### src/rtl/half_sub_data.sv
// Registered multi-lane half subtractor with a saturating count of accepted borrow bits.
// Outputs update one cycle after a valid input. In-valid-low cycles keep the previous result.
module half_sub_data #(
  parameter int WIDTH = 1,
  parameter int CNT_W = 16
) (
  input  logic             clk,
  input  logic             rst,
  input  logic             in_valid,
  input  logic [WIDTH-1:0] X_in,
  input  logic [WIDTH-1:0] Y_in,
  input  logic             count_clear,
  output logic [WIDTH-1:0] difference,
  output logic [WIDTH-1:0] barrow,
  output logic             out_valid,
  output logic [CNT_W-1:0] borrow_count
);

  localparam int POP_W = $clog2(WIDTH + 1);
  // One spare bit so that count + popcount can never overflow before the saturation compare.
  localparam int SUM_W = ((CNT_W > POP_W) ? CNT_W : POP_W) + 1;
  localparam logic [SUM_W-1:0] CNT_MAX = SUM_W'({CNT_W{1'b1}});

  logic [WIDTH-1:0] borrow_bits;
  logic [POP_W-1:0] pop;
  logic [SUM_W-1:0] sum;
  logic [CNT_W-1:0] next_count;

  assign borrow_bits = ~X_in & Y_in;

  always_comb begin
    pop = '0;
    for (int i = 0; i < WIDTH; i++) begin
      pop = pop + POP_W'(borrow_bits[i]);
    end
  end

  assign sum        = SUM_W'(borrow_count) + SUM_W'(pop);
  assign next_count = (sum > CNT_MAX) ? {CNT_W{1'b1}} : sum[CNT_W-1:0];

  always_ff @(posedge clk) begin
    if (rst) begin
      difference   <= '0;
      barrow       <= '0;
      out_valid    <= 1'b0;
      borrow_count <= '0;
    end else begin
      out_valid <= in_valid;
      if (in_valid) begin
        difference <= X_in ^ Y_in;
        barrow     <= borrow_bits;
      end
      // A clear in the same cycle as a valid input discards that cycle's borrows.
      if (count_clear) begin
        borrow_count <= '0;
      end else if (in_valid) begin
        borrow_count <= next_count;
      end
    end
  end

endmodule

### config.mk
export PLATFORM = sky130hd
export DESIGN_NAME = half_sub_data
export DESIGN_NICKNAME = d
export VERILOG_FILES = /design/src/rtl/half_sub_data.sv
export SDC_FILE = /design/constraint.sdc
export NUM_CORES = 1
export LEC_CHECK = 0
export BUFFER_PORTS_ARGS = -buffer_cell sky130_fd_sc_hd__buf_4
export CORE_ASPECT_RATIO = 1.4
export CORE_UTILIZATION = 42
export CTS_BUF_LIST = sky130_fd_sc_hd__clkbuf_8
export CTS_CLUSTER_SIZE = 8
export DETAILED_ROUTE_END_ITERATION = 7
export PLACE_DENSITY = 0.72
export SKIP_CTS_REPAIR_TIMING = 1
export SYNTH_ARGS = -nofsm -noshare
export SYNTH_HDL_FRONTEND = slang
export SYNTH_SLANG_ARGS = --single-unit
### constraint.sdc
create_clock -name clk -period 2.85 [get_ports clk]
set_clock_uncertainty 0.05 [all_clocks]
set_input_delay 0.285 -clock clk [delete_from_list [all_inputs] [get_ports clk]]
set_output_delay 0.285 -clock clk [all_outputs]
set_load 0.03 [all_outputs]
Yosys cells after proc, flatten, opt, wreduce, memory -nomap -nowiden --
Index checks and enable logic that the tools add are counted. Widths: inputs -> output; s select.
Storage, ports and cells: output and inout port bits 19, bits of input ports 6, register bits 19
Cells by class: add/subtract/negate cells 1, $lt $le $gt $ge 1, bitwise logic cells 3, multiplexer cells 1, reductions and logical operators 1
Operator list (number):
- $add 16x1->17 | 1
- $gt 17x16->1 const B | 1
- $mux 16 | 1
- $reduce_or 2->1 | 1
- $and 1x1->1 | 1
- $not 1->1 | 1
- $xor 1x1->1 | 1

Logic depth before layout (Yosys ltp) --
word-level depth 5, mapped depth 8

Worst setup path after synthesis --
OpenSTA, ideal clock, no wires.
path kind register to register, from register borrow_count[0], to register borrow_count[13], library setup time 0.074 ns, stages on the path, launching flop included 6, period minus slack after synthesis 1.994 ns, setup slack 0.856 ns, arrival 1.870 ns, buffers on the path 0, path through dfxtp_1 > ha_1 > inv_1 > or4_4 > or3_1 > a31oi_1
On the way: longest elaborated chain between the ends 3
RTL lines:
- start: declaration | RTL line 16 | output logic [CNT_W-1:0] borrow_count
- start signal: assignment | RTL line 57 | borrow_count <= next_count;
- $add 16x1->17 (*) | RTL line 38 | assign sum = SUM_W'(borrow_count) + SUM_W'(pop);
- $gt 17x16->1 | RTL line 39 | assign next_count = (sum > CNT_MAX) ? {CNT_W{1'b1}} : sum[CNT_W-1:0];
- $mux 16 (*) | RTL line 39
Mark *: on every way between the ends. The rest lies on a longest branch, timed or not. A chain may end at the register's enable or synchronous reset.

Worst setup path in the final report --
Ends and elaborated chain as after synthesis.

==> impl_metrics.tcl <==
set metrics [dict create \
    finalHoldViolCount 0 \
    die_h_microns 56.3 \
    die_area_sq_um 2290 \
    finalCritPeriodShare_pct 67.7 \
    rows 19 \
    synth_top_area_share_pct 43.1 \
    cts_root_buffer "clkbuf_8" \
    nNetsFinal 132 \
    htree_num_levels 1 \
    crit_fanout 5 \
    grt_use_met1_pct 21.4 \
    cts_made_buffers 3 \
    synth_top_family_by_area "simple AND/OR/NAND/NOR gates" \
    fmaxAchievable_mhz 518 \
    yosys.area_share.simple_pct 22.1 \
    avgSynthCellArea_sq_um 9.11 \
    hp-class "input pin to flip-flop" \
    p_leak_nw 0.462 \
    clock-sinks 19 \
    synth_top_area_cell "dfxtp_1" \
    grt_start_max_net_pins 17 \
    wl_per_cell_microns 13.1 \
    synthAdderAreaFrac_pct 4.25 \
    cap_violations 0 \
    fin_crit_ns 1.93 \
    rsz0062_at_grt "false" \
    synth_xor_area_share_pct 7.93 \
    area_growth_pct 27.1 \
    pwr_density_cell_nw_per_um2 426 \
    drive_gt1_share_pct 25.4 \
    critPathKind "flip-flop to flip-flop" \
    num_io_pins 25 \
    synthFlopType "dfxtp_1" \
    path_cells "ha_1 -> inv_1 -> or4_4 -> or3_1 -> a31oi_1" \
    busiest_layer "met2" \
    grt.met3_usage_pct 3.56 \
    netlist_area_sq_um 883 \
    ir_drop_uv 351 \
    initial_core_util_pct 44.8 \
    synth.area.top_cells "dfxtp_1, xor2_1, a21oi_1" \
    syn-num-nets 106 \
    slew_headroom_pct 73.1 \
    antenna_found_initial 0 \
    drc 0 \
    firstDrtPassIters 4 \
    cp.required_ns 2.98 \
    arrival_ns 2.06 \
    io_buffer_count 24 \
    grt_usage_pct 18.5 \
    yosys_register_bits 19 \
    finalSetupViolCount 0 \
    gr-usage-met2_pct 30.4 \
    diodes 0 \
    status "finished clean" \
    synth-seq-area-share_pct 43.1 \
    vias 816 \
    synth_compound_area_share_pct 15.7 \
    synth.mux.area_fraction_pct 3.40 \
    gp_congestion 0.833 \
    core_area_sq_um 1970 \
    worstSkewPairLatency_ns 0.25 \
    vias_per_cell 5.71 \
    synth_edf_count 0 \
    async_flop_share_pct 0 \
    finalSetupTns_ns 0 \
    routed_wl_microns 1870 \
    cp-start-kind "flip-flop" \
    hpwl_microns 1400 \
    die_x_microns 40.8 \
    worstMarginPinSlew_ns 0.402 \
    cp-end-kind "flip-flop" \
    grt_pass1_vias 717 \
    grt_first_pass_wirelength_microns 3000 \
    slowest_delay_ns 0.57 \
    clk_path_buf_depth 2 \
    overflow 0 \
    cpMaxStageDelayCell "or4_4" \
    yosysWarnings 0 \
    final_util_pct 56.9 \
    drtIter0Drc 4 \
    drv_slew 0 \
    ys_types 31 \
    syn_inst 97 \
    clk_pin_slew_ns 0.07 \
    cts_tree "built" \
    ant_nets 0 \
]
## critical path, delay by kind of cell (launching register included)
family          cells  cell delay [ns]
fa+ha+maj           1             0.26
buf+inv             1             0.10
flops               1             0.38
simple gates        2             0.89
compound gates      1             0.18
## sequential cells by signal (all words and copies together) (netlist names)
| name | count |
|---|---|
| barrow | 1 |
| borrow_count | 16 |
| difference | 1 |
| out_valid | 1 |
## Yosys cell counts, types with 3 or more instances
master and n:
a31oi_1 3, nand4_1 3, dfxtp_1 19, nand3_1 6, nand2_1 6, inv_1 3
mux2i_1 3, ha_1 3, a21oi_1 11, nor2_1 5, o21ai_0 3, xor2_1 7
## power breakdown
| group | internal (mW) | switching, mW |
|---|---|---|
| Combinational | 0.0123 | 0.0162 |
| Clock | 0.0957 | 0.0838 |
| Sequential | 0.268 | 0.00153 |
## per-stage QoR
step                hold slack [ns]  worst slack (ns)  cells  instance area, sq um  total power [mW]
global route                  0.161             0.813    143                  1120             0.496
global placement              0.419             0.762    139                  1080             0.304
CTS                           0.150             0.908    143                  1120             0.483
floorplan                     0.307             0.856     97                   883             0.294
detailed placement            0.423             0.652    139                  1080             0.305
finish                        0.152             0.921    143                  1120             0.478
## cell families after synthesis
logic type,count (synthesis)
AOI/OAI and AO/OA,23
xor gates and xnor gates,8
adders and majority gates,3
buffers and inverters,7
DFF,19
muxes,3
and+or+nand+nor,34
## layer usage
metal,share of wire [%],vias up
met5,0,-
met4,2.2,0
met3,2.8,5
met2,50,14
met1,45,392
li1,-,405
## path summary, 6_finish.rpt
path / startpoint / endpoint / slack [ns] / cells after the start
worst min-delay path: rst / out_valid / 0.15 / 2
worst min register to register: difference / difference / 0.44 / 2
worst max register to register: borrow_count[0] / borrow_count[13] / 0.92 / 5
worst max-delay path: borrow_count[0] / borrow_count[13] / 0.92 / 5
## placed cells by master (no fill, tap or decap), types with 2 or more instances in the layout
cell type  Yosys  final
nand3_1        6      6
o21ai_0        3      3
a21oi_1       11     11
buf_4          1     25
nor3_1         2      2
nand2_1        6      6
clkbuf_8       0      3
xor2_1         7      7
nor2_1         5      5
a211oi_1       2      2
inv_1          3      4
mux2i_1        3      3
nand4_1        3      3
nor4_1         2      2
and4_1         2      2
ha_1           3      3
dfxtp_1       19     19
a311oi_1       2      2
a31oi_1        3      3
## cell type report
| type | count | area, sq um |
|---|---|---|
| fill | 188 | 851 |
| multi-input combinational | 71 | 472 |
| sequential | 19 | 380 |
| timing repair buffer | 25 | 188 |
| clock buffer | 3 | 41.3 |
| tap | 21 | 26.3 |
| inverter | 3 | 11.3 |
| clock inverter | 1 | 3.75 |
Note: power is estimated with default switching activity, not from simulation.
